--- src/rtl/fpu_req_arbiter_if.sv ---
// Bundle of requester, response and FPU channels for the two-port FPU arbiter.
// The slave modport is the arbiter's view; master is the view of the logic
// driving the requesters and the FPU (e.g. a testbench or the surrounding SoC).
interface fpu_req_arbiter_if #(
    parameter int WIDTH = 32,
    parameter int DEPTH = 4
);
    localparam int CNT_W = $clog2(DEPTH) + 1;

    // Requester issue channels
    logic               req0_valid_i;
    logic               req1_valid_i;
    logic               req0_ready_o;
    logic               req1_ready_o;
    logic [3*WIDTH-1:0] req0_operands_i;
    logic [3*WIDTH-1:0] req1_operands_i;

    // Requester response channels (result bus shared)
    logic               rsp0_valid_o;
    logic               rsp1_valid_o;
    logic               rsp0_ready_i;
    logic               rsp1_ready_i;
    logic [WIDTH-1:0]   rsp_result_o;

    // FPU issue channel
    logic [3*WIDTH-1:0] fpu_operands_o;
    logic               fpu_in_valid_o;
    logic               fpu_in_ready_i;

    // FPU result channel
    logic [WIDTH-1:0]   fpu_result_i;
    logic               fpu_out_valid_i;
    logic               fpu_out_ready_o;

    // Status
    logic [CNT_W-1:0]   inflight_o;

    modport slave (
        input  req0_valid_i, req1_valid_i, req0_operands_i, req1_operands_i,
        input  rsp0_ready_i, rsp1_ready_i,
        input  fpu_in_ready_i, fpu_result_i, fpu_out_valid_i,
        output req0_ready_o, req1_ready_o,
        output rsp0_valid_o, rsp1_valid_o, rsp_result_o,
        output fpu_operands_o, fpu_in_valid_o, fpu_out_ready_o,
        output inflight_o
    );

    modport master (
        output req0_valid_i, req1_valid_i, req0_operands_i, req1_operands_i,
        output rsp0_ready_i, rsp1_ready_i,
        output fpu_in_ready_i, fpu_result_i, fpu_out_valid_i,
        input  req0_ready_o, req1_ready_o,
        input  rsp0_valid_o, rsp1_valid_o, rsp_result_o,
        input  fpu_operands_o, fpu_in_valid_o, fpu_out_ready_o,
        input  inflight_o
    );
endinterface

--- src/rtl/fpu_req_arbiter.sv ---
// Two-requester round-robin arbiter in front of a single in-order FPU.
// Issue is zero-latency (operands pass straight through); the requester ID of
// each issued operation is queued so results can be steered back in order.
module fpu_req_arbiter #(
    parameter int WIDTH = 32,
    parameter int DEPTH = 4
) (
    input logic             clk_i,
    input logic             rst_ni,
    fpu_req_arbiter_if.slave bus
);
    localparam int PTR_W = $clog2(DEPTH);
    localparam int CNT_W = PTR_W + 1;

    logic               rr;          // preferred requester
    logic               lock;        // issue stalled, grant frozen
    logic               lock_id;     // requester holding the stalled grant
    logic               grant;
    logic [1:0]         req_valid;
    logic [3*WIDTH-1:0] sel_ops;

    logic [DEPTH-1:0]   id_mem;      // one requester ID per in-flight op
    logic [PTR_W-1:0]   wr_ptr;
    logic [PTR_W-1:0]   rd_ptr;
    logic [CNT_W-1:0]   inflight;

    logic               not_full;
    logic               not_empty;
    logic               in_valid;
    logic               issue;
    logic               head;
    logic               out_ready;
    logic               retire;

    assign req_valid = {bus.req1_valid_i, bus.req0_valid_i};

    // Grant selection: a stalled grant is frozen, otherwise prefer rr and fall back to the other
    always_comb begin
        grant = rr;
        if (lock) begin
            grant = lock_id;
        end else if (req_valid[rr]) begin
            grant = rr;
        end else if (req_valid[~rr]) begin
            grant = ~rr;
        end
    end

    // Issue side: operands pass through untouched; full FIFO blocks issue.
    // rst_ni gating keeps the handshake quiet while reset is held.
    assign sel_ops   = grant ? bus.req1_operands_i : bus.req0_operands_i;
    assign not_full  = (inflight < CNT_W'(DEPTH));
    assign in_valid  = rst_ni & req_valid[grant] & not_full;
    assign issue     = in_valid & bus.fpu_in_ready_i;

    assign bus.fpu_operands_o = sel_ops;
    assign bus.fpu_in_valid_o = in_valid;
    assign bus.req0_ready_o   = issue & ~grant;
    assign bus.req1_ready_o   = issue & grant;

    // Result side: only the requester at the FIFO head sees the result.
    // With nothing in flight, stray FPU results are not accepted.
    assign not_empty = (inflight != '0);
    assign head      = id_mem[rd_ptr];
    assign out_ready = not_empty & (head ? bus.rsp1_ready_i : bus.rsp0_ready_i);
    assign retire    = bus.fpu_out_valid_i & out_ready;

    assign bus.rsp0_valid_o    = not_empty & bus.fpu_out_valid_i & ~head;
    assign bus.rsp1_valid_o    = not_empty & bus.fpu_out_valid_i & head;
    assign bus.rsp_result_o    = bus.fpu_result_i;
    assign bus.fpu_out_ready_o = out_ready;
    assign bus.inflight_o      = inflight;

    // Control state: round-robin pointer, stall lock, FIFO pointers and occupancy
    always_ff @(posedge clk_i or negedge rst_ni) begin
        if (!rst_ni) begin
            rr       <= 1'b0;
            lock     <= 1'b0;
            lock_id  <= 1'b0;
            wr_ptr   <= '0;
            rd_ptr   <= '0;
            inflight <= '0;
        end else begin
            // Lock holds only while the granted request waits on the FPU
            lock <= in_valid & ~bus.fpu_in_ready_i;
            if (in_valid & ~bus.fpu_in_ready_i) begin
                lock_id <= grant;
            end
            if (issue) begin
                rr     <= ~grant;
                wr_ptr <= wr_ptr + PTR_W'(1);
            end
            if (retire) begin
                rd_ptr <= rd_ptr + PTR_W'(1);
            end
            case ({issue, retire})
                2'b10:   inflight <= inflight + CNT_W'(1);
                2'b01:   inflight <= inflight - CNT_W'(1);
                default: inflight <= inflight;
            endcase
        end
    end

    // ID storage: record the issuing requester; contents are meaningless when empty
    always_ff @(posedge clk_i) begin
        if (issue) begin
            id_mem[wr_ptr] <= grant;
        end
    end
endmodule

--- src/flat_wrapper.sv ---
// flat-port wrapper written by rule: the top's interface ports become plain ports
module fpu_req_arbiter_flat 
#(
    parameter int WIDTH = 32,
    parameter int DEPTH = 4
)
  (clk_i, rst_ni, bus_req0_valid_i, bus_req1_valid_i, bus_req0_operands_i, bus_req1_operands_i, bus_rsp0_ready_i, bus_rsp1_ready_i, bus_fpu_in_ready_i, bus_fpu_result_i, bus_fpu_out_valid_i, bus_req0_ready_o, bus_req1_ready_o, bus_rsp0_valid_o, bus_rsp1_valid_o, bus_rsp_result_o, bus_fpu_operands_o, bus_fpu_in_valid_o, bus_fpu_out_ready_o, bus_inflight_o);
  fpu_req_arbiter_if #(.WIDTH(WIDTH), .DEPTH(DEPTH)) bus_i ();
  input logic clk_i;
  input logic rst_ni;
  input wire logic [$bits(bus_i.req0_valid_i)-1:0] bus_req0_valid_i;
  input wire logic [$bits(bus_i.req1_valid_i)-1:0] bus_req1_valid_i;
  input wire logic [$bits(bus_i.req0_operands_i)-1:0] bus_req0_operands_i;
  input wire logic [$bits(bus_i.req1_operands_i)-1:0] bus_req1_operands_i;
  input wire logic [$bits(bus_i.rsp0_ready_i)-1:0] bus_rsp0_ready_i;
  input wire logic [$bits(bus_i.rsp1_ready_i)-1:0] bus_rsp1_ready_i;
  input wire logic [$bits(bus_i.fpu_in_ready_i)-1:0] bus_fpu_in_ready_i;
  input wire logic [$bits(bus_i.fpu_result_i)-1:0] bus_fpu_result_i;
  input wire logic [$bits(bus_i.fpu_out_valid_i)-1:0] bus_fpu_out_valid_i;
  output wire logic [$bits(bus_i.req0_ready_o)-1:0] bus_req0_ready_o;
  output wire logic [$bits(bus_i.req1_ready_o)-1:0] bus_req1_ready_o;
  output wire logic [$bits(bus_i.rsp0_valid_o)-1:0] bus_rsp0_valid_o;
  output wire logic [$bits(bus_i.rsp1_valid_o)-1:0] bus_rsp1_valid_o;
  output wire logic [$bits(bus_i.rsp_result_o)-1:0] bus_rsp_result_o;
  output wire logic [$bits(bus_i.fpu_operands_o)-1:0] bus_fpu_operands_o;
  output wire logic [$bits(bus_i.fpu_in_valid_o)-1:0] bus_fpu_in_valid_o;
  output wire logic [$bits(bus_i.fpu_out_ready_o)-1:0] bus_fpu_out_ready_o;
  output wire logic [$bits(bus_i.inflight_o)-1:0] bus_inflight_o;
  assign bus_i.req0_valid_i = bus_req0_valid_i;
  assign bus_i.req1_valid_i = bus_req1_valid_i;
  assign bus_i.req0_operands_i = bus_req0_operands_i;
  assign bus_i.req1_operands_i = bus_req1_operands_i;
  assign bus_i.rsp0_ready_i = bus_rsp0_ready_i;
  assign bus_i.rsp1_ready_i = bus_rsp1_ready_i;
  assign bus_i.fpu_in_ready_i = bus_fpu_in_ready_i;
  assign bus_i.fpu_result_i = bus_fpu_result_i;
  assign bus_i.fpu_out_valid_i = bus_fpu_out_valid_i;
  assign bus_req0_ready_o = bus_i.req0_ready_o;
  assign bus_req1_ready_o = bus_i.req1_ready_o;
  assign bus_rsp0_valid_o = bus_i.rsp0_valid_o;
  assign bus_rsp1_valid_o = bus_i.rsp1_valid_o;
  assign bus_rsp_result_o = bus_i.rsp_result_o;
  assign bus_fpu_operands_o = bus_i.fpu_operands_o;
  assign bus_fpu_in_valid_o = bus_i.fpu_in_valid_o;
  assign bus_fpu_out_ready_o = bus_i.fpu_out_ready_o;
  assign bus_inflight_o = bus_i.inflight_o;
  fpu_req_arbiter #(.WIDTH(WIDTH), .DEPTH(DEPTH)) u_core (.clk_i(clk_i), .rst_ni(rst_ni), .bus(bus_i));
endmodule
--- config.mk ---
export PLATFORM = sky130hd
export DESIGN_NAME = fpu_req_arbiter_flat
export DESIGN_NICKNAME = d
export VERILOG_FILES = /design/src/rtl/fpu_req_arbiter_if.sv /design/src/rtl/fpu_req_arbiter.sv /design/src/flat_wrapper.sv
export SDC_FILE = /design/constraint.sdc
export NUM_CORES = 1
export LEC_CHECK = 0
export CORE_AREA = 2 2 145 147
export CTS_CLUSTER_SIZE = 28
export DETAILED_ROUTE_END_ITERATION = 6
export DIE_AREA = 0 0 147 149
export PLACE_DENSITY = 0.51
export SLEW_MARGIN = 0
export SYNTH_ARGS = -nofsm -noshare
export SYNTH_HDL_FRONTEND = slang
export SYNTH_SLANG_ARGS = --single-unit
--- constraint.sdc ---
create_clock -name clk_i -period 1.95 [get_ports clk_i]
set_input_delay 0.4875 -clock clk_i [delete_from_list [all_inputs] [get_ports clk_i]]
set_output_delay 0.4875 -clock clk_i [all_outputs]
set_load 0.005 [all_outputs]
# After elaboration in Yosys (flattened, before gate mapping)
# Cells that the tools add are included.
[word_totals]
ff_bits = 14
inputBits = 232
out_inout_bits = 137
word_cells = 55
[op_classes]
add_sub_neg = 4
order_cmp = 7
n_eq_ne = 2
n_mux = 17
n_bitwise = 15
reduce_logical = 3
[op_table]
columns = ["cell", "count"]
rows = [
  ["two-way mux 96 bit", 1],
  ["two-way mux 1 bit", 12],
  ["bitwise AND 1 bit", 11],
  ["less-than comparator 1 x 2 -> 1 bit, second input constant", 3],
  ["less-than comparator 2 x 3 -> 1 bit, second input constant", 2],
  ["one-hot mux 3 bit (2 select lines)", 1],
  ["adder 2 x 1 -> 2 bit, second input constant", 2],
  ["bitwise mux 4 bit", 1],
  ["inverter 1 bit", 4],
  ["adder 3 x 1 -> 3 bit, second input constant", 1],
  ["less-than comparator 3 bit, second input constant", 1],
  ["nonzero test 3 bit", 1],
  ["subtractor 3 x 1 -> 3 bit, second input constant", 1],
  ["binary-select mux 1 bit (select 2 bit)", 1],
  ["demux 1 bit (select 2 bit)", 1],
  ["equality test 2 x 1 -> 1 bit, second input constant", 1],
  ["equality test 2 bit, second input constant", 1],
  [">= comparator 2 x 1 -> 1 bit, second input constant", 1],
  ["nonzero test 2 bit", 1],
  ["logical AND 1 bit", 1],
]

# Depth between registers and ports, before layout
# Gate-level depths: netlist (run 1).
[logic_depth]
depth_word = 13
mapped_depth = 10

# Worst setup path after synthesis (run 1)
# OpenSTA, ideal clock, no wires.
[synth_path]
path_kind = "register to register"
startpoint = "reg u_core.rd_ptr[1]"
endpoint = "reg u_core.inflight[2] (netlist: u_core.bus.inflight_o[2])"
setup_time_ps = 79
arrival_time_ps = 1997
t_required_ps = 1871
path_slack_ps = -126
stages_incl_launch_ff = 11
path_buffers = 0
path_cell_list = "dfrtp_1 > mux2i_1 > mux2i_1 > mux2i_1 > nor2_1 > ha_1 > inv_1 > fa_1 > xor2_1 > nor2_1 > xor2_1"
[synth_via]
elab_chain_cells = 7
[synth_rtl]
columns = ["item", "line_no", "text"]
rows = [
  ["from (decl)", "fpu_req_arbiter.sv:24", "logic [PTR_W-1:0] rd_ptr;"],
  ["from (signal assigned)", "fpu_req_arbiter.sv:94", "rd_ptr <= rd_ptr + PTR_W'(1);"],
  ["binary-select mux 1 bit (select 2 bit) (*)", "fpu_req_arbiter.sv:64", "assign head = id_mem[rd_ptr];"],
  ["two-way mux 1 bit (not written as such) (*)", "fpu_req_arbiter.sv:64", ""],
  ["two-way mux 1 bit (*)", "fpu_req_arbiter.sv:65", "assign out_ready = not_empty & (head ? bus.rsp1_ready_i : bus.rsp0_ready_i);"],
  ["bitwise AND 1 bit (*)", "fpu_req_arbiter.sv:65", ""],
  ["bitwise AND 1 bit (*)", "fpu_req_arbiter.sv:66", "assign retire = bus.fpu_out_valid_i & out_ready;"],
  ["named net u_core.retire", "fpu_req_arbiter.sv:33", "logic retire;"],
  ["equality test 2 x 1 -> 1 bit / equality test 2 bit (equally long branches)", "fpu_req_arbiter.sv:96", "case ({issue, retire})"],
  ["one-hot mux 3 bit (2 select lines) / nonzero test 2 bit (equally long branches)", "-", ""],
  ["to (signal assigned)", "fpu_req_arbiter.sv:97", "2'b10: inflight <= inflight + CNT_W'(1);"],
  ["to (signal assigned)", "fpu_req_arbiter.sv:98", "2'b01: inflight <= inflight - CNT_W'(1);"],
  ["to (signal assigned)", "fpu_req_arbiter.sv:99", "default: inflight <= inflight;"],
  ["to (decl)", "fpu_req_arbiter.sv:25", "logic [CNT_W-1:0] inflight;"],
]
# Mark *: on every way through the listed nets, which the timed path passes. The rest lies on a longest branch. The select of a mux whose other input is x is not followed.
# A chain may end at the register's enable or synchronous reset.

# Final worst setup path (run 1)
[layout_path]
startpoint = "reg u_core.rr"
endpoint = "out bus_fpu_operands_o[51]"
[layout_via]
elab_chain_cells = 6
[layout_rtl]
columns = ["item", "line_no", "text"]
rows = [
  ["from (decl)", "fpu_req_arbiter.sv:15", "logic rr;"],
  ["from (signal assigned)", "fpu_req_arbiter.sv:90", "rr <= ~grant;"],
  ["two-way mux 1 bit (not written as such) (2 in a row)", "fpu_req_arbiter.sv:44", "end else if (req_valid[~rr]) begin"],
  ["two-way mux 1 bit", "fpu_req_arbiter.sv:44", ""],
  ["two-way mux 1 bit (*)", "fpu_req_arbiter.sv:42", "end else if (req_valid[rr]) begin"],
  ["two-way mux 1 bit (*)", "fpu_req_arbiter.sv:40", "if (lock) begin"],
  ["two-way mux 96 bit (*)", "fpu_req_arbiter.sv:51", "assign sel_ops = grant ? bus.req1_operands_i : bus.req0_operands_i;"],
  ["to (decl)", "flat_wrapper.sv:25", "output wire logic [$bits(bus_i.fpu_operands_o)-1:0] bus_fpu_operands_o;"],
]
# Mark *: on every way between the ends. The rest lies on a longest branch, timed or not. The select of a mux whose other input is x is not followed.

==> metrics.txt, run 1 <==
first-pass GRT wire length=19.39 mm; DP HPWL=between 10 and 15 mm; CP arrival=roughly 2.0 ns; Setup crit end kind=primary output; Final setup viols=approximately 100; DRT antenna net count=0; Post-route DRC=0; fillcell total=~2000; FFs w/ async S/R, synth=71.43%; critical path, cell by cell=a21oi_4, o21ai_4, buf_12, buf_12, buf_8, buf_6, buf_4, mux2_4, buf_6; vias in the first global route=3314; Final Hold Viols=0; period utilization=127.1%; IO Port Bufs=approximately 300; worst r2r src=u_core.rd_ptr[1]; Area growth syn-to-layout=172.3%; Die X=~150 µm; drt total wl=about 14 mm; worst-case clock buffer depth=2; unique cell type count in the Yosys netlist=32; Worst path max stage delay=0.44 ns; initial DRC count=39; initial antenna violation count=0; DP Worst Slack=-1.048 ns; Row Count=53; Cell Count Post-Placement=785; kind of critical path=register to primary output; Fmax=a little over 400 MHz; DR vias/cell=3.572; sequential share of the synthesized area=14.41%; Total GRT Usage=between 10 and 15%; Power Density=roughly 900 nW/µm²; Pleak=roughly 0.0033 µW; Worst R2R Setup Slack=-0.21 ns; Nets=approximately 800; Setup WS post-layout=-0.5284 ns; non-filler cells, final=around 850; Ys Warns=0; failing checks=negative setup slack; dominant synthesized flop cell=dfrtp_1; status=complete, but fails checks; min cycle time layout=2.478 ns; most frequent cells in the layout=199 x clkdlybuf4s50_1, 118 x buf_6, 96 x mux2_4; Wirelength per Cell=16.84 µm; Synthesized Nets=roughly 450; endpoint of the lowest-slack register-to-register path=u_core.bus.inflight_o[2]; Worst Setup Start Kind=register; via count=roughly 3000; Hold Path Class=primary input to async pin; Skew-Pair Late Insertion Delay=~0.24 ns; Post-synth EDFFs=4; CTS tree=built; antenna cells=0; cell count after synthesis=roughly 220; Root Buffer=clkbuf_16; synthesized area=about 2600 µm²; unrepaired setup endpoints after global routing=yes; largest net degree at the start of global routing=13; Crit Path Max Fanout=5; Post-DP Area=approximately 6000 µm²; Die H=roughly 150 µm; Placer Congestion=0.8786; Max VDD drop=0.4207 mV; CP required=about 1.5 ns; syn_area_per_cell=around 12 µm²; share of cells above drive strength 1=55.90%; CTS clk-pin slew, worst paths=approximately 0.05 ns; slowest CP cell=dfrtp_2; Sink Count=14; relative slew slack=about three quarters; setup TNS=-41.26 ns; Yosys reg bits=14; Clock Skews=around 0.0013 ns; TritonRoute pass-1 iters=4; # Max-Cap Violations=0; commonest non-fill, non-tap cell in the layout=clkdlybuf4s50_1; final slew viol count=0; initial core utilization=12.50%; fin area=around 7000 µm²; TritonCTS Buffers=3; grt ovf=0; Layout Utilization=34.04%; I/O pin total=between 300 and 400; H-tree levels=1; worst r2r path cells=10; worst-margin pin slew=approximately 0.36 ns; CORE AREA=a little over 20000 µm²; Hold Buf Count CTS=0; die area=between 20000 and 25000 µm²
[area by class of cell]
type / instances / area (µm²) / share of cell area [%]
clock buffers: 3 / 75.07 / 1.073
clock inverters: 1 / 3.754 / 0.05364
inverters: 8 / 32.53 / 0.4649
multi-input cells: 150 / 1961 / 28.02
flip-flops and latches: 14 / 371.6 / 5.310
well taps: 275 / 344.1 / 4.917
repair buffers: 400 / 4210 / 60.16
[power breakdown]
part | total [µW] | leakage, µW | internal (µW) | switching [µW]
sequential | 507 | 0.000150 | 412 | 95.0
combinational | 5540 | 0.00307 | 3810 | 1730
clock | 393 | 0.0000385 | 272 | 121
[metrics by stage]
stage / hold slack [ns] / total power (µW)
2_1_floorplan: 0.1919 / 2423
3_3_place_gp: 0.5364 / 4327
3_5_place_dp: 0.5332 / 4365
4_1_cts: 0.4787 / 6273
5_1_grt: 0.4862 / 6812
6_report: 0.4649 / 6441
[flip-flops by register name, indices dropped and copies added, names as in the netlist]
signal and cells:
u_core.id_mem 4, u_core.bus.inflight_o 3, u_core.rd_ptr 2, u_core.wr_ptr 2, u_core.lock 1, u_core.lock_id 1, u_core.rr 1
[worst max-delay path by stage]
stage,startpoint,to,cells past startpoint
finish,u_core.rr,bus_fpu_operands_o[51],9
CTS,u_core.rr,bus_fpu_operands_o[25],9
floorplan,u_core.rd_ptr[1],u_core.bus.inflight_o[2],10
global route,u_core.rr,bus_fpu_operands_o[5],9
detailed placement,bus_req0_valid_i,bus_fpu_operands_o[8],8
global placement,bus_req0_valid_i,bus_fpu_operands_o[8],8
[synthesized netlist by cell type, types with 3 or more instances]
cell type	n	area [µm²]
mux2_4	85	1276
buf_4	32	240.2
mux2_2	12	135.1
buf_6	10	112.6
dfrtp_1	10	250.2
inv_1	7	26.28
mux2i_1	7	70.07
ha_1	5	62.56
and2_1	4	25.02
edfxtp_1	4	120.1
nand2_1	4	15.01
nor2_1	4	15.01
nor2b_1	3	18.77
nor3b_1	3	22.52
xor2_1	3	26.28
[repair_timing]
action | in CTS | in global routing
resized for setup | 542 | 40
endpoints found under the hold margin | 0 | 0
cloned | 4 | 1
pin swaps | 6 | 2
buffers inserted | 49 | 12
endpoints found under the setup margin | 108 | 104
[cells by family after synthesis]
kind of cell / synth area share (%)
and+or+nand+nor: 5.209
muxes: 57.64
DFF: 14.41
buffers and inverters: 15.09
xor gates and xnor gates: 1.704
AOI/OAI and AO/OA: 2.727
adders and majority gates: 3.213
[worst max-delay path: cells and delay by family, from the launching register on]
kind / cells / cell delay (ns)
buffers and inverters: 6 / 0.76
AO/OA/AOI/OAI: 2 / 0.25
multiplexers: 1 / 0.30
flip-flops: 1 / 0.44
[routing by layer]
layer	track usage, %	vias up	part of all wire [%]
li1	-	1451	-
met1	12.09	1396	36
met2	21.38	187	52
met3	5.046	6	11
met4	1.490	0	0.86
met5	0	-	0
Note: power is estimated with default switching activity, not from simulation.
==> run 2, diff against run 1 <==
--- a/config.mk
+++ b/config.mk
@@ -9,6 +9,7 @@
 export CTS_CLUSTER_SIZE = 28
 export DETAILED_ROUTE_END_ITERATION = 6
 export DIE_AREA = 0 0 147 149
+export HOLD_SLACK_MARGIN = 0.03
 export PLACE_DENSITY = 0.51
 export SLEW_MARGIN = 0
 export SYNTH_ARGS = -nofsm -noshare
==> results of run 2 <==
The final DEF is identical to that of run 1; final timing and power are the same.
